## src/rtl/tile_draw_scheduler.sv

```systemverilog
// ============================================================================
// Module   : tile_draw_scheduler
// Purpose  : Round-robin scheduler that drives the tile drawer one tile at a
//            time. Optional draw watchdog: define TILE_SCHED_WDOG_EN.
// Revision : 1.0  initial release
// ============================================================================
`default_nettype none

module tile_draw_scheduler #(
  parameter int         NUM_TILES   = 9,
  parameter int         COL_W       = 3,
  parameter logic [3:0] PARK_LOC    = 4'hF,
  parameter int         WDOG_CYCLES = 2048
) (
  input  logic                       clk,
  input  logic                       reset,
  input  logic [NUM_TILES-1:0]       dirty_set,
  input  logic                       refresh_all,
  input  logic [NUM_TILES*COL_W-1:0] tile_colours,
  input  logic                       draw_finished,
  output logic [3:0]                 draw_location,
  output logic [COL_W-1:0]           draw_colour,
  output logic                       draw_enable,
  output logic                       busy,
  output logic                       frame_done,
  output logic [NUM_TILES-1:0]       pending,
  output logic                       wdog_err
);

  localparam logic [3:0] c_last_tile = 4'(NUM_TILES - 1);

  if (NUM_TILES < 1 || NUM_TILES > 15 || WDOG_CYCLES < 2) begin : g_param_check
    $error("tile_draw_scheduler: unsupported parameter values");
  end

  typedef enum logic [2:0] {
    S_IDLE = 3'd0,
    S_PARK = 3'd1,
    S_ARM  = 3'd2,
    S_DRAW = 3'd3,
    S_DONE = 3'd4
  } state_t;

  state_t              r_state;
  logic [3:0]          r_cur_tile;
  logic [3:0]          r_rr_ptr;

  logic [NUM_TILES-1:0] w_clr;
  logic [NUM_TILES-1:0] w_pend_next;
  logic [3:0]           w_next_ptr;
  logic [3:0]           w_pick_idle;
  logic [3:0]           w_pick_done;
  logic [COL_W-1:0]     w_colour;
  logic                 w_wdog_trip;

  // Lowest set bit at or above base, else lowest set bit overall.
  function automatic logic [3:0] f_pick(input logic [NUM_TILES-1:0] mask,
                                        input logic [3:0]           base);
    logic [3:0] lo_any;
    logic [3:0] lo_hi;
    logic       hi_found;
    lo_any   = 4'd0;
    lo_hi    = 4'd0;
    hi_found = 1'b0;
    for (int i = NUM_TILES - 1; i >= 0; i--) begin
      if (mask[i]) begin
        lo_any = 4'(i);
        if (4'(i) >= base) begin
          lo_hi    = 4'(i);
          hi_found = 1'b1;
        end
      end
    end
    return hi_found ? lo_hi : lo_any;
  endfunction

  always_comb begin
    w_clr = '0;
    if (r_state == S_DONE) begin
      w_clr = {{(NUM_TILES-1){1'b0}}, 1'b1} << r_cur_tile;
    end
    // A request arriving in the same cycle as the clear wins, so the tile is redrawn.
    w_pend_next = (pending & ~w_clr) | dirty_set | {NUM_TILES{refresh_all}};
    w_next_ptr  = (r_cur_tile == c_last_tile) ? 4'd0 : r_cur_tile + 4'd1;
    w_pick_idle = f_pick(pending, r_rr_ptr);
    w_pick_done = f_pick(w_pend_next, w_next_ptr);
    w_colour    = tile_colours[r_cur_tile*COL_W +: COL_W];
  end

`ifdef TILE_SCHED_WDOG_EN
  localparam int c_wdog_w = $clog2(WDOG_CYCLES + 1);

  logic [c_wdog_w-1:0] r_wdog_cnt;
  logic                r_wdog_err;

  assign w_wdog_trip = (r_state == S_DRAW) && !draw_finished &&
                       (r_wdog_cnt == c_wdog_w'(WDOG_CYCLES - 1));
  assign wdog_err    = r_wdog_err;

  always_ff @(posedge clk or posedge reset) begin
    if (reset) begin
      r_wdog_cnt <= '0;
      r_wdog_err <= 1'b0;
    end else begin
      if (r_state != S_DRAW) begin
        r_wdog_cnt <= '0;
      end else begin
        r_wdog_cnt <= r_wdog_cnt + 1'b1;
      end
      if (w_wdog_trip) begin
        r_wdog_err <= 1'b1;
      end
    end
  end
`else
  assign w_wdog_trip = 1'b0;
  assign wdog_err    = 1'b0;
`endif

  always_ff @(posedge clk or posedge reset) begin
    if (reset) begin
      r_state       <= S_IDLE;
      r_cur_tile    <= 4'd0;
      r_rr_ptr      <= 4'd0;
      pending       <= '0;
      draw_location <= PARK_LOC;
      draw_colour   <= '0;
      draw_enable   <= 1'b0;
      busy          <= 1'b0;
      frame_done    <= 1'b0;
    end else begin
      pending    <= w_pend_next;
      frame_done <= 1'b0;
      case (r_state)
        S_IDLE: begin
          if (|pending) begin
            r_cur_tile    <= w_pick_idle;
            r_state       <= S_PARK;
            busy          <= 1'b1;
            draw_location <= PARK_LOC;
            draw_enable   <= 1'b0;
          end
        end
        // Stepping off PARK_LOC onto the tile is what restarts the drawer.
        S_PARK: begin
          draw_location <= r_cur_tile;
          r_state       <= S_ARM;
        end
        S_ARM: begin
          draw_colour <= w_colour;
          draw_enable <= 1'b1;
          r_state     <= S_DRAW;
        end
        S_DRAW: begin
          if (draw_finished || w_wdog_trip) begin
            draw_enable <= 1'b0;
            r_state     <= S_DONE;
          end
        end
        S_DONE: begin
          r_rr_ptr      <= w_next_ptr;
          draw_location <= PARK_LOC;
          if (|w_pend_next) begin
            r_cur_tile <= w_pick_done;
            r_state    <= S_PARK;
          end else begin
            r_state    <= S_IDLE;
            busy       <= 1'b0;
            frame_done <= 1'b1;
          end
        end
        default: begin
          r_state       <= S_IDLE;
          busy          <= 1'b0;
          draw_enable   <= 1'b0;
          draw_location <= PARK_LOC;
        end
      endcase
    end
  end

endmodule

`default_nettype wire

```

## config.mk

```make
export PLATFORM = sky130hd
export DESIGN_NAME = tile_draw_scheduler
export DESIGN_NICKNAME = d
export VERILOG_FILES = /design/src/rtl/tile_draw_scheduler.sv
export SDC_FILE = /design/constraint.sdc
export NUM_CORES = 1
export LEC_CHECK = 0
export ABC_AREA = 1
export CORE_MARGIN = 3
export CORE_UTILIZATION = 40
export DETAILED_ROUTE_END_ITERATION = 7
export PLACE_DENSITY = 0.79
export SLEW_MARGIN = 25
export SYNTH_ARGS = -nofsm -noshare
export SYNTH_HDL_FRONTEND = slang
export SYNTH_SLANG_ARGS = --single-unit
```

## constraint.sdc

```tcl
create_clock -name clk -period 2.9 [get_ports clk]
set_input_delay 0.58 -clock clk [delete_from_list [all_inputs] [get_ports clk]]
set_output_delay 0.58 -clock clk [all_outputs]
set_load 0.03 [all_outputs]
```

* After elaboration in Yosys (flattened, before gate mapping) *
Cells that the tools add are included.
Widths: inputs -> output; s select.

word-level totals
  bits in registers = 30
  bits of input ports = 40
  output and inout port bits = 20
  logic and storage cells = 170

operators by class
  add/sub/neg operators = 1
  multipliers = 1
  magnitude comparators = 18
  equal/unequal tests = 9
  shifts and indexed selects = 2
  muxes and demuxes = 111
  bitwise operators = 7
  reductions and logical operators = 12

operator list
  cell                 number
  $mux 4               60
  $mux 1               43
  $ge 3x4->1 const A   8
  $shiftx 27x7->3      1
  $or 9x9->9           2
  $reduce_or 9->1      2
  $ge 1x4->1 const A   4
  $ge 2x4->1 const A   4
  $pmux 3 s5           1
  $pmux 4 s3           1
  $and 9x9->9          1
  $mux 9               1
  $not 9->9            1
  $reduce_and 3->1     3
  $shl 1x4->9 const A  1
  $ge 4x4->1 const A   2
  $pmux 4 s2           1
  $eq 3x2->1 const B   2
  $mul 4x2->6 const B  1
  $mux 3               2
  $ne 2x2->1 const B   3
  $add 4x1->4 const B  1
  $eq 4x4->1 const B   1
  $pmux 1 s4           1
  other kinds (10)     14

* Longest topological paths before layout *
Gate-level depths: netlist of the first run.

  depth after elaboration = 26
  mapped depth = 20
  gate-level depth less buffers = 19

* Least setup slack after synthesis of the first run *
Ideal clock, no wire load.

  path kind = reg2reg
  start point = register r_cur_tile[0]
  end point = register r_cur_tile[0]
  setup time = 116 ps
  arrival time = 2291 ps
  required time = 2784 ps
  setup slack = 492 ps
  cell stages (with the launch flop) = 18
  buffers on the path = 2
  period minus slack after synthesis = 2408 ps
  cell sequence = dfrtp_1 > clkbuf_1 > inv_1 > clkbuf_1 > ha_1 > nand3_2 > o21ai_1 > nand2_2 > nand2_1 > nand2_1 > nor2_1 > nand3_2 > nand2_1 > inv_1 > nand2_1 > nand3_1 > nand2_1 > nand2_1

between the ends
  longest elaborated chain between the ends = 26

RTL lines
  what                                     RTL line  RTL
  from (decl)                              45        logic [3:0] r_cur_tile;
  from (signal assigned)                   137       r_cur_tile <= w_pick_idle;
  from (signal assigned)                   164       r_cur_tile <= w_pick_done;
  $shl 1x4->9 (*)                          80        w_clr = {{(NUM_TILES-1){1'b0}}, 1'b1} << r_cur_tile;
  $mux 9 (*)                               79        if (r_state == S_DONE) begin
  $not 9->9 (*)                            83        w_pend_next = (pending & ~w_clr) | dirty_set | {NUM_TILES{refresh_all}};
  $and 9x9->9 (*)                          83
  $or 9x9->9 (*) (2 in a row)              83
  net w_pend_next[8]                       49        logic [NUM_TILES-1:0] w_pend_next;
  $mux 4 / $mux 1 (equally long branches)  66        if (mask[i]) begin
  $mux 4 / $mux 1 (equally long branches)  68        if (4'(i) >= base) begin
  [... 10 more ...]                        -
  $mux 4 / $mux 1 (equally long branches)  66
  $mux 4 / $mux 1 (equally long branches)  68
  $mux 4 / $mux 1 (equally long branches)  66
  $mux 4 / $mux 1 (equally long branches)  68
  $mux 4 / $mux 1 (equally long branches)  66
  $mux 4                                   74        return hi_found ? lo_hi : lo_any;
  $mux 4                                   163       if (|w_pend_next) begin
  $pmux 4 s2                               134       case (r_state)

Mark *: on every way through the listed nets, which the timed path passes. The rest lies on a longest branch. The select of a mux whose other input is x is not followed.
A chain may end at the register's enable or synchronous reset.

* Worst setup path after layout of the first run *
  start point = register r_cur_tile[1]
  end point = register r_cur_tile[0]

The elaborated chain is that of the path after synthesis.

==> flow_metrics.env, run 1 <==
export IMPL_postCtsResizedCells=0
export IMPL_syn_to_final_growth_pct=31.13
export IMPL_yosysMostFrequentCell="nand2_1"
export IMPL_path_buf_inv=2
export IMPL_synth_seq_cells=30
export IMPL_clkTransAtPathRegs_ps=80
export IMPL_antenna_left=0
export IMPL_async_flop_share_pct=100.0
export IMPL_critical_path_class="flip-flop to flip-flop"
export IMPL_insertion_delay_ps=290
export IMPL_drtPass1Iterations=4
export IMPL_cts_setup_buffers=0
export IMPL_period_share_pct=80.24
export IMPL_die_area_um2=7137
export IMPL_yosysTopAreaCellShare_pct=26.41
export IMPL_cp_num_cells=15
export IMPL_synth_area_um2=2464
export IMPL_wl_per_cell_um=14.06
export IMPL_rows=27
export IMPL_reg2regPathDepth=15
export IMPL_crit_slowest_cell="dfrtp_1"
export IMPL_synth_enable_flop_cells=0
export IMPL_min_period_ps=2327
export IMPL_cts_hold_buf=0
export IMPL_grt_busiest_layer="met2"
export IMPL_antenna_found_initial=0
export IMPL_path_cells="inv_1 -> ha_1 -> nand3_2 -> o21ai_1 -> nand2_2 -> nand2_1 -> nand2_1 -> nor2_1 -> nand3_2 -> nand2_1 -> inv_1 -> nand2_1 -> nand3_1 -> nand2_1 -> nand2_1"
export IMPL_dr_total_vias=2626
export IMPL_slowest_delay_ps=440
export IMPL_hold_ws_ps=479.2
export IMPL_synth_top_cell_by_area="dfrtp_1"
export IMPL_crit_end="r_cur_tile[0]$_DFFE_PP0P_"
export IMPL_setup_tns_ps=0
export IMPL_first_global_vias=2635
export IMPL_rsz0062_at_grt="no"
export IMPL_synth_top_cells_by_area="dfrtp_1 (26%), nand2_1 (14%), nor2_1 (8.5%)"
export IMPL_path_max_fanout=9
export IMPL_drt_wl_total_um=7183
export IMPL_arrival_ps=2510
export IMPL_antennaDiodeCount=0
export IMPL_grt_pass1_wl_um=12390
export IMPL_cts_root_buf="clkbuf_8"
export IMPL_status="finished clean"
export IMPL_hp_class="flip-flop to flip-flop"
export IMPL_yosysUniqueCellTypes=41
export IMPL_ir_drop_mv=0.5779
export IMPL_port_buffers=58
export IMPL_grt_overflow_total=0
export IMPL_fp_dieH_um=84.48
export IMPL_hold_viol_final=0
export IMPL_hpwl_um=5715
export IMPL_cts_tree="yes"
export IMPL_via_per_inst=5.139
export IMPL_core_um2=5743
export IMPL_layout_drive_gt1_share_pct=14.35
export IMPL_use_met2_pct=35.44
export IMPL_numCtsBuffers=5
export IMPL_initial_core_util_pct=42.90
export IMPL_cts_buffer_depth=2
export IMPL_max_cap_violations=0
export IMPL_power_density_nw_per_um2=862.4
export IMPL_worst_slew_pin_slew_ps=635.2
export IMPL_use_met3_pct=4.024
export IMPL_syn_avg_cell_area_um2=6.517
export IMPL_leakage_nw=1.579
export IMPL_routabilityCongestion=0.8863
export IMPL_rr_startpoint="r_cur_tile[1]$_DFFE_PP0P_"
export IMPL_cts_htree_levels=2
export IMPL_ys_seq_area_share_pct=30.68
export IMPL_instances_no_fill=511
export IMPL_nets=485
export IMPL_cpMostUsedCell="nand2_1"
export IMPL_dp_cells=503
export IMPL_grt_max_degree=31
export IMPL_ys_top_cells_by_count="nand2_1 (90), nor2_1 (56), inv_1 (45)"
export IMPL_crit_start="r_cur_tile[1]$_DFFE_PP0P_"
export IMPL_post_route_drc_count=0
export IMPL_die_w_um=84.48
export IMPL_setup_violations=0
export IMPL_max_slew_margin_pct=57.27
export IMPL_synthCells=378
export IMPL_gr_usage_all_layers_pct=20.98
export IMPL_reg2reg_setup_slack_ps=570
export IMPL_start_kind="flip-flop"
export IMPL_p_total_w=0.002786
export IMPL_fin_skew_ps=5.287
export IMPL_drt_iter0_drc=232
export IMPL_ios=60
export IMPL_cts_sinks=30
export IMPL_ys_warn_count=0
export IMPL_rr_endpoint="r_cur_tile[0]$_DFFE_PP0P_"
export IMPL_syn_nets=425
export IMPL_cp_required_ps=3090
export IMPL_dominantRegCellSynth="dfrtp_1"
export IMPL_cp_top_family="simple AND/OR/NAND/NOR gates"
export IMPL_fmax_ghz=0.4297
export IMPL_globalRouteMet1Util_pct=27.81
export IMPL_cp_end_kind="flip-flop"
export IMPL_slew_violations=0
-- per-layer routing --
layer | vias to the layer above | part of all wire [%]
li1 | 1328 | -
met2 | 77 | 50
met1 | 1211 | 43
met4 | 0 | 1.0
met5 | - | 0
met3 | 10 | 5.8
-- cell usage in the layout, fill, tap and decap left out, drive strengths merged, types with 3 or more instances in the layout --
master and count:
nand2 108, nor2 62, clkdlybuf4s50 58, inv 57, o21ai 33, nand3 28
dfrtp 26, a21oi 7, ha 7, o22ai 6, nand3b 5, clkbuf 5
o22a 4, dfstp 4, buf 4, o21bai 3, nor3 3, nand4 3
-- area by class of cell --
class,instances,area (um2)
inverter,59,221.5
multi-input combinational,280,1439
clock buffer,5,68.82
sequential,30,755.7
fill,546,2512
timing repair buffer,62,610.6
clock inverter,3,45.04
tap,72,90.09
-- power breakdown --
group / leakage [nW] / total, W / internal, W / switching [W]
logic: 1.19 / 0.00165 / 0.000595 / 0.00106
registers: 0.337 / 0.000694 / 0.000561 / 0.000133
clock network: 0.0504 / 0.000442 / 0.000256 / 0.000186
-- worst reg2reg max path: stages (launching register included) --
cell and delay [ps]:
dfrtp_1 440, inv_1 240, ha_1 260, nand3_2 170, o21ai_1 240, nand2_2 120, nand2_1 110, nand2_1 60
nor2_1 110, nand3_2 130, nand2_1 80, inv_1 40, nand2_1 40, nand3_1 60, nand2_1 80, nand2_1 50
-- cell families (layout without fill, tap and decap cells) --
group	after synthesis	in the layout	share of synthesized area (%)
buf+inv	68	129	10.92
simple gates	211	211	39.87
other cells	1	1	0.1522
compound gates	61	61	14.83
fa+ha+maj	7	7	3.555
flops	30	30	30.68
-- state kept, by name, indices dropped and copies added (netlist names) --
signal and cells:
r_state 3, draw_colour 3, busy 1, r_rr_ptr 4
draw_location 4, r_cur_tile 4, frame_done 1, draw_enable 1
pending 9
-- through the flow --
stage	setup WS [ps]	util, %	cell area (um2)
after floorplan	492.1	-	2464
after global placement	546.6	54.27	3117
after detailed placement	511.1	54.27	3117
after CTS	593.5	56.25	3231
after global routing	307.1	56.25	3231
final	573.0	56.25	3231
-- how the worst min path moves through the flow --
stage / from / end / slack, ps / cells past startpoint
6_report: draw_enable$_DFFE_PP0P_ / draw_enable$_DFFE_PP0P_ / 480 / 2
5_1_grt: busy$_DFFE_PP0P_ / busy$_DFFE_PP0P_ / 530 / 2
4_1_cts: draw_enable$_DFFE_PP0P_ / draw_enable$_DFFE_PP0P_ / 480 / 2
3_5_place_dp: draw_enable$_DFFE_PP0P_ / draw_enable$_DFFE_PP0P_ / 460 / 2
3_3_place_gp: draw_enable$_DFFE_PP0P_ / draw_enable$_DFFE_PP0P_ / 460 / 2
2_1_floorplan: r_rr_ptr[0]$_DFFE_PP0P_ / r_rr_ptr[0]$_DFFE_PP0P_ / 480 / 2
Note: power is estimated with default switching activity, not from simulation.
==> run 2, diff against run 1 <==
clock period = 2.31 ns   (was 2.9 ns; I/O delays follow)
==> flow_metrics.env, run 2 (synthesis gave the netlist of run 1 again) <==
export IMPL_cts_htree_levels=2
export IMPL_layout_commonest_cell="nand2_1"
export IMPL_power_density_nw_per_um2=1095
export IMPL_power_frac_comb_pct=62.4
export IMPL_p_int_w=0.001929
export IMPL_core_um2=5743
export IMPL_post_route_drc_count=0
export IMPL_fmax_ghz=0.4419
export IMPL_grt_overflow_total=0
export IMPL_p_switching_w=0.001869
export IMPL_clkTransAtPathRegs_ps=70
export IMPL_dr_total_vias=2767
export IMPL_highest_layer="met4"
export IMPL_multi_input_area_um2=1545
export IMPL_rows=27
export IMPL_pwr_share_clk_pct=14.0
export IMPL_numCtsBuffers=5
export IMPL_arrival_ps=2440
export IMPL_seq_area_um2=760.7
export IMPL_cp_top_family="simple AND/OR/NAND/NOR gates"
export IMPL_wl_per_cell_um=14.72
export IMPL_grt_pass1_wl_um=12070
export IMPL_drt_iter0_drc=251
export IMPL_top_register="pending"
export IMPL_layout_drive_gt1_share_pct=22.37
export IMPL_syn_to_final_growth_pct=40.83
export IMPL_fp_dieH_um=84.48
export IMPL_largest_reg_flops=9
export IMPL_hold_ws_ps=479.2
export IMPL_max_cap_violations=0
export IMPL_min_period_ps=2263
export IMPL_ir_drop_mv=0.7699
export IMPL_fin_skew_ps=4.958
export IMPL_swShare_pct=49.21
export IMPL_status="finished clean"
export IMPL_antenna_found_initial=0
export IMPL_cp_required_ps=2480
export IMPL_instances_no_fill=528
export IMPL_start_kind="flip-flop"
export IMPL_dp_cells=512
export IMPL_route_met3_wl_um=326
export IMPL_cts_sinks=30
export IMPL_gr_usage_all_layers_pct=20.54
export IMPL_path_buf_inv=2
export IMPL_nets=502
export IMPL_seqPwrFrac_pct=23.6
export IMPL_setup_violations=0
export IMPL_drtPass1Iterations=5
export IMPL_drt_wl_total_um=7770
export IMPL_cts_buffer_depth=2
export IMPL_hold_viol_final=0
export IMPL_hp_class="flip-flop to flip-flop"
export IMPL_crit_slowest_cell="dfrtp_2"
export IMPL_first_global_vias=2585
export IMPL_ios=60
export IMPL_cp_end_kind="flip-flop"
export IMPL_via_per_inst=5.241
export IMPL_layout_common_cells="nand2_1 (85), clkdlybuf4s50_1 (58), nor2_1 (53)"
export IMPL_max_slew_margin_pct=66.50
export IMPL_grt_max_degree=31
export IMPL_period_share_pct=97.95
export IMPL_initial_core_util_pct=42.90
export IMPL_die_w_um=84.48
export IMPL_wl_met2_um=3922
export IMPL_finalWorstSetupSlack_ps=47.27
export IMPL_worst_slew_pin_slew_ps=497.9
export IMPL_preCtsSetupSlack_ps=41.04
export IMPL_hpwl_um=5839
export IMPL_antennaDiodeCount=0
export IMPL_n_fill_cell=532
export IMPL_antenna_left=0
export IMPL_cts_hold_buf=0
export IMPL_routabilityCongestion=0.9472
export IMPL_leakage_nw=1.692
export IMPL_cts_root_buf="clkbuf_8"
export IMPL_setup_tns_ps=0
export IMPL_path_cells="inv_1 -> ha_2 -> nand2_1 -> o21ai_1 -> nand3_1 -> clkinv_1 -> nand2_1 -> nor2_2 -> nand2_2 -> nor2_2 -> nand2_2 -> nand2_4 -> nor2_1 -> nand2_2 -> nand2_1"
export IMPL_path_max_fanout=8
export IMPL_slew_violations=0
export IMPL_cts_tree="yes"
export IMPL_port_buffers=58
export IMPL_critical_path_class="flip-flop to flip-flop"
export IMPL_die_area_um2=7137
export IMPL_insertion_delay_ps=280
export IMPL_slowest_delay_ps=460
export IMPL_wl_met1_um=3370
-- run 2: metrics by stage --
stage	cell area [um2]	power (W)	util, %
2_1_floorplan	2465	0.002339	-
4_1_cts	3296	0.003520	57.39
5_1_grt	3470	0.004083	60.41
3_5_place_dp	3184	0.002971	55.45
3_3_place_gp	3184	0.002915	55.45
6_report	3470	0.003799	60.41
-- run 2: what timing repair did --
action                                  4_1_cts  5_1_grt
pin swaps                                     0       11
hold endpoints to repair                      0        0
gates resized for setup                       1       31
setup buffers                                 0        8
endpoints found under the setup margin        1        4
gates cloned                                  0        0
-- run 2: power groups by stage --
| stage | sequential, W | clock [W] | combinational, W |
|---|---|---|---|
| 3_5_place_dp | 0.000882 | 0 | 0.00209 |
| 2_1_floorplan | 0.000973 | 0 | 0.00137 |
| 4_1_cts | 0.000877 | 0.000540 | 0.00210 |
| 5_1_grt | 0.000922 | 0.000560 | 0.00260 |
| 3_3_place_gp | 0.000878 | 0 | 0.00204 |
| 6_report | 0.000897 | 0.000532 | 0.00237 |
-- run 2: worst register-to-register path, delay by kind of cell, from the launching register on --
family          cells  cell delay, ps
buf+inv             2             230
compound gates      1             140
fa+ha+maj           1             250
flops               1             460
simple gates       11            1080
-- run 2: final cells by class --
type / count / area share (%)
multi-input cells: 280 / 44.54
inverters: 59 / 6.383
well taps: 72 / 2.596
clock buffers: 6 / 2.092
clock inverters: 2 / 1.082
repair buffers: 79 / 21.38
flip-flops and latches: 30 / 21.93
-- run 2: per-layer routing --
layer  GRT usage (%)  up-vias
met1           26.83     1300
li1                -     1360
met5               0        -
met4           5.468        0
met2           34.80       91
met3           3.827       16
-- run 2: worst paths after layout --
kind | start | endpoint | slack [ps] | depth (start not counted)
worst min register to register | draw_enable$_DFFE_PP0P_ | draw_enable$_DFFE_PP0P_ | 480 | 2
min in group asynchronous | reset | pending[8]$_DFF_PP0_ | 560 | 3
max in group asynchronous | reset | draw_location[1]$_DFFE_PP1P_ | 1440 | 3
worst max register to register | r_cur_tile[1]$_DFFE_PP0P_ | r_cur_tile[0]$_DFFE_PP0P_ | 50 | 15
worst max-delay path | r_cur_tile[1]$_DFFE_PP0P_ | r_cur_tile[0]$_DFFE_PP0P_ | 50 | 15
worst min-delay path | draw_enable$_DFFE_PP0P_ | draw_enable$_DFFE_PP0P_ | 480 | 2
==> run 3, diff against run 2 <==
PLACE_DENSITY = 0.63   (was 0.79)
==> flow_metrics.env, run 3 (synthesis gave the netlist of run 1 again) <==
export IMPL_syn_to_final_growth_pct=39.16
export IMPL_grt_pass1_wl_um=12050
export IMPL_cts_root_buf="clkbuf_8"
export IMPL_routabilityCongestion=0.9293
export IMPL_port_buffers=58
export IMPL_reg2reg_setup_slack_ps=170
export IMPL_period_share_pct=92.68
export IMPL_highest_layer="met4"
export IMPL_rows=27
export IMPL_antennaDiodeCount=0
export IMPL_antenna_found_initial=0
export IMPL_layout_common_cells="nand2_1 (85), clkdlybuf4s50_1 (58), nor2_1 (56)"
export IMPL_die_w_um=84.48
export IMPL_cts_tree="yes"
export IMPL_setup_tns_ps=0
export IMPL_p_total_w=0.003804
export IMPL_cts_buffer_depth=2
export IMPL_reg2regPathDepth=14
export IMPL_core_um2=5743
export IMPL_holdPathStages=2
export IMPL_status="finished clean"
export IMPL_cts_htree_levels=2
export IMPL_grt_max_degree=31
export IMPL_rr_startpoint="r_cur_tile[0]$_DFFE_PP0P_"
export IMPL_layout_drive_gt1_share_pct=20.44
export IMPL_insertion_delay_ps=290
export IMPL_dr_total_vias=2618
export IMPL_power_density_nw_per_um2=1110
export IMPL_wl_met1_um=3447
export IMPL_numCtsBuffers=5
export IMPL_initial_core_util_pct=42.90
export IMPL_route_met3_wl_um=341
export IMPL_hpwl_um=5824
export IMPL_hp_class="flip-flop to flip-flop"
export IMPL_swShare_pct=46.49
export IMPL_top_register="pending"
export IMPL_cp_required_ps=2480
export IMPL_seqPwrFrac_pct=22.9
export IMPL_drtPass1Iterations=4
export IMPL_antenna_left=0
export IMPL_largest_reg_flops=9
export IMPL_drt_iter0_drc=130
export IMPL_leakage_nw=1.668
export IMPL_p_switching_w=0.001769
export IMPL_drt_wl_total_um=7290
export IMPL_path_max_fanout=8
export IMPL_pwr_share_clk_pct=17.7
export IMPL_p_int_w=0.002036
export IMPL_cp_end_kind="flip-flop"
export IMPL_power_frac_comb_pct=59.4
export IMPL_min_to="draw_enable$_DFFE_PP0P_"
export IMPL_preCtsSetupSlack_ps=82.64
export IMPL_ios=60
export IMPL_arrival_ps=2310
export IMPL_first_global_vias=2509
export IMPL_wl_met2_um=3477
export IMPL_slew_violations=0
export IMPL_grt_overflow_total=0
export IMPL_start_kind="flip-flop"
export IMPL_hold_ws_ps=491.1
export IMPL_critical_path_class="flip-flop to flip-flop"
export IMPL_rr_endpoint="r_cur_tile[2]$_DFFE_PP0P_"
export IMPL_dp_cells=511
export IMPL_hold_viol_final=0
export IMPL_gr_usage_all_layers_pct=20.94
export IMPL_wl_per_cell_um=13.83
export IMPL_fmax_ghz=0.4671
export IMPL_setup_violations=0
export IMPL_max_cap_violations=0
export IMPL_layout_commonest_cell="nand2_1"
export IMPL_ir_drop_mv=0.6701
export IMPL_post_route_drc_count=0
export IMPL_finalWorstSetupSlack_ps=169.0
export IMPL_fp_dieH_um=84.48
export IMPL_clkTransAtPathRegs_ps=70
export IMPL_fin_skew_ps=11.57
export IMPL_nets=501
export IMPL_instances_no_fill=527
export IMPL_min_period_ps=2141
export IMPL_cts_sinks=30
export IMPL_via_per_inst=4.968
export IMPL_worstHoldStart="draw_enable$_DFFE_PP0P_"
export IMPL_die_area_um2=7137
## run 3: power by group through the flow
| stage | registers, W | logic (W) | clock network [W] |
|---|---|---|---|
| global placement | 0.000875 | 0.00209 | 0 |
| floorplan | 0.000973 | 0.00137 | 0 |
| detailed placement | 0.000877 | 0.00211 | 0 |
| finish | 0.000871 | 0.00226 | 0.000673 |
| global route | 0.000897 | 0.00253 | 0.000709 |
| CTS | 0.000868 | 0.00212 | 0.000683 |
## run 3: worst max-delay path: stages (launching register included)
cell	delay, ps
dfrtp_2	440
inv_2	120
ha_2	240
nand2_1	70
o21ai_1	170
nand3_1	150
clkinv_1	90
nand2_1	70
nor2_2	130
nand2_2	100
nor2_2	100
nand2_2	80
nand2_4	100
nand3b_1	110
nand2_1	50
## run 3: area by class of cell
type,count,area (um2)
Clock buffer,6,82.58
Clock inverter,2,60.06
Fill cell,571,2315
Inverter,59,221.5
Multi-Input combinational cell,280,1485
Sequential cell,30,758.2
Tap cell,72,90.09
Timing Repair Buffer,78,730.7
## run 3: per-layer routing
metal | vias up | global-route usage [%]
met5 | - | 0
met4 | 0 | 4.748
met3 | 2 | 3.238
met2 | 52 | 34.31
met1 | 1214 | 29.11
li1 | 1350 | -
## run 3: worst max-delay path by stage
stage	depth (start not counted)	startpoint	end	slack (ps)
after floorplan	17	r_cur_tile[0]$_DFFE_PP0P_	r_cur_tile[0]$_DFFE_PP0P_	40
after global placement	14	refresh_all	r_cur_tile[0]$_DFFE_PP0P_	120
after detailed placement	12	refresh_all	r_cur_tile[2]$_DFFE_PP0P_	80
after CTS	15	r_cur_tile[0]$_DFFE_PP0P_	r_cur_tile[1]$_DFFE_PP0P_	120
after global routing	16	r_cur_tile[1]$_DFFE_PP0P_	r_cur_tile[2]$_DFFE_PP0P_	-10
final	14	r_cur_tile[0]$_DFFE_PP0P_	r_cur_tile[2]$_DFFE_PP0P_	170
## run 3: timing repair
action                                  CTS  global route
resized for setup                         0            16
endpoints found under the setup margin    0             4
buffers inserted                          0             8
hold buffers                              0             0
## run 3: through the flow
| step | utilization [%] | cell area [um2] |
|---|---|---|
| 4_1_cts | 57.80 | 3319 |
| 5_1_grt | 59.70 | 3428 |
| 3_3_place_gp | 55.32 | 3177 |
| 6_report | 59.70 | 3428 |
| 3_5_place_dp | 55.32 | 3177 |
| 2_1_floorplan | - | 2465 |
==> edit, RTL diff (config.mk and constraints of run 2) <==
Build with the macro `TILE_SCHED_WDOG_EN` defined.
--- a/src/rtl/tile_draw_scheduler.sv
+++ b/src/rtl/tile_draw_scheduler.sv
@@ -5,6 +5,8 @@
 // Revision : 1.0  initial release
 // ============================================================================
 `default_nettype none
+
+`define TILE_SCHED_WDOG_EN
 
 module tile_draw_scheduler #(
   parameter int         NUM_TILES   = 9,
Function: same outputs for any inputs over 10 cycles, from zero or initial values and one cycle with reset high; that may be too few to reach the edited logic, so the function may still have changed.
==> edit against run 2 <==
  * Final area rose by 14%
  * Sequential cell count rose by 13
  * Total power rose by 3.0%
  * Worst setup slack improved by 0.16 ns
  * Wire length rose by 8.3%
  * Synthesized area rose by 25%
  * Core utilization fell by 6.6 points
  * Critical path type unchanged
  * Highest routed layer unchanged
==> edit: results (changes against run 2) <==
Parameter                              Value

Finish
  Regs by FF count ... r_wdog_cnt x12, pending x9
  Share of layout cells above drive strength 1 ... 13.7% (was 22.4%)
  Net count, final ... 559 (was 502)
  Antenna diode count ... 0 (unchanged)

Placed design
  Total half-perimeter wirelength after legalization and detailed placement ... 6670 µm (was 5840 µm)
  Worst slack at placement ... 0.0316 ns (was 0.0410 ns)
  Instance count after placement with tap cells included ... 602 (was 512)
  Last weighted congestion value of the routability-driven placer ... 0.926 (was 0.947)
  Number of buffers added on ports ... 59 (was 58)

Route
  DRC marker count from the first detailed-route iteration ... 241 (was 251)
  Detailed-router iteration count before antenna repair ... 4 (was 5)
  Vias per cell ... 5.10 (was 5.24)
  Post-Route WL ... 8420 µm (was 7770 µm)
  DR WL/cell ... 13.8 µm (was 14.7 µm)

Clock network
  CTS H-Tree Depth ... 2 (unchanged)
  Maximum clock path buffer count ... 2 (unchanged)
  Number of buffers created by CTS ... 5 (unchanged)
  Clock insertion delay at the later pin of the skew report ... 0.30 ns (was 0.28 ns)
  Clock-pin slew on the worst setup and hold paths ... 0.08 ns
  Root Buffer Master ... clkbuf_8 (unchanged)

Setup path
  Crit path arrival time ... 2.30 ns (was 2.44 ns)
  Critical path peak fanout ... 6 (was 8)

Power
  Leakage ... 1.93 nW (was 1.69 nW)
  Maximum vdd ir drop ... 0.722 mV (was 0.770 mV)

STA
  Slew Limit Headroom ... 63.1% (was 66.5%)
  Total negative slack for setup checks ... 0 ns (unchanged)
  Worst clock skew ... 0.0129 ns (was 0.00496 ns)

Status
  Result of the run ... finished clean (unchanged)

Logic synthesis
  Post-Synthesis Mean Instance Area ... 6.99 µm² (was 6.52 µm²)
  Most used standard cells in the synthesized netlist ... 108 x nand2_1, 62 x inv_1, 61 x nor2_1 (was 90 x nand2_1, 56 x nor2_1, 45 x inv_1)
  Proportion of synthesized flip-flops having asynchronous set or reset ... 100% (unchanged)
  Synth Net Count ... 487 (was 425)
  Sequential fraction of the synthesis area ... 35.2% (was 30.7%)
  Cells taking the most area after synthesis ... dfrtp_1 32%, nand2_1 13%, inv_1 7.6% (was dfrtp_1 26%, nand2_1 14%, nor2_1 8.5%)
  Yosys cell types ... 45 (was 41)
  Warnings from Yosys ... 0 (unchanged)

Global routing
  Number of antenna violations at the first check in global routing ... 0 (unchanged)
  Wire length of the first global-routing pass ... 14200 µm (was 12100 µm)
  Largest net degree at the start of global routing ... 44 (was 31)
  Total Routing Usage GR ... 20.4% (was 20.5%)
  Via count of the first global-routing pass ... 3022 (was 2585)

Worst hold path
  Class of the tightest hold or removal check ... flop to flop (unchanged)

Floorplan
  Chip width ... 93.6 µm (was 84.5 µm)
## edit: what timing repair did
action / 4_1_cts / 5_1_grt
endpoints found under the setup margin: 0 / 6
hold endpoints to repair: 0 / 0
gates resized for setup: 0 / 11
setup buffers: 0 / 1
## edit: cells by family (layout without fill, tap and decap cells)
kind of cell | after synthesis | count (layout) | share of synthesized area [%]
flip-flops | 43 | 43 | 35.2
XOR/XNOR | 1 | 1 | 0.286
buffers and inverters | 78 | 151 | 10.9
AND/OR/NAND/NOR | 241 | 241 | 37.2
AO/OA/AOI/OAI | 68 | 68 | 13.1
adder cells (fa/ha/maj) | 8 | 8 | 3.26
## edit: metal layers
layer / GRT usage (%) / vias to the layer above / part of all wire [%]
met4: 4.45 / 0 / 1.1
met3: 3.46 / 9 / 4.1
li1: - / 1571 / -
met1: 25.5 / 1466 / 43
met2: 36.6 / 70 / 51
met5: 0 / - / 0
## edit: critical path, cell delays in order, from the launching register on
cell and delay [ns]:
dfrtp_2 0.45, ha_1 0.24, ha_1 0.27, inv_1 0.09, nand2_2 0.11, inv_1 0.09, nand2_1 0.05, nand3_1 0.09
nand2_1 0.08, inv_1 0.09, nand3_2 0.08, nor2_4 0.10, nor2_1 0.05, nand2_1 0.05, nand3_1 0.06, nand2_1 0.06
nand2_1 0.04
## edit: cell type report
class	instances	area, µm²
repair buffers	75	711
fillers	681	3390
clock inverters	2	12.5
inverters	68	260
well taps	99	124
multi-input cells	318	1680
clock buffers	6	72.6
flip-flops and latches	43	1090
## edit: path summary, 6_finish.rpt
path | depth (start not counted) | end | startpoint | slack [ns]
setup / recovery | 16 | r_cur_tile[0] | r_cur_tile[0] | 0.20
hold / removal | 1 | r_wdog_cnt[0] | r_wdog_cnt[0] | 0.46
setup reg to reg | 16 | r_cur_tile[0] | r_cur_tile[0] | 0.20
hold reg to reg | 1 | r_wdog_cnt[0] | r_wdog_cnt[0] | 0.46
max in group asynchronous | 3 | r_cur_tile[0] | reset | 1.31
min in group asynchronous | 3 | frame_done | reset | 0.60
## edit: per-stage QoR
step                cell area (µm²)  utilization (%)
floorplan                      3070                -
detailed placement             3820             52.1
CTS                            3910             53.3
global route                   3940             53.8
global placement               3820             52.1
finish                         3940             53.8
## edit: report_power, final
group	total, mW	internal [mW]	switching, mW
registers	1.13	0.951	0.183
logic	2.29	0.873	1.42
clock network	0.486	0.212	0.274
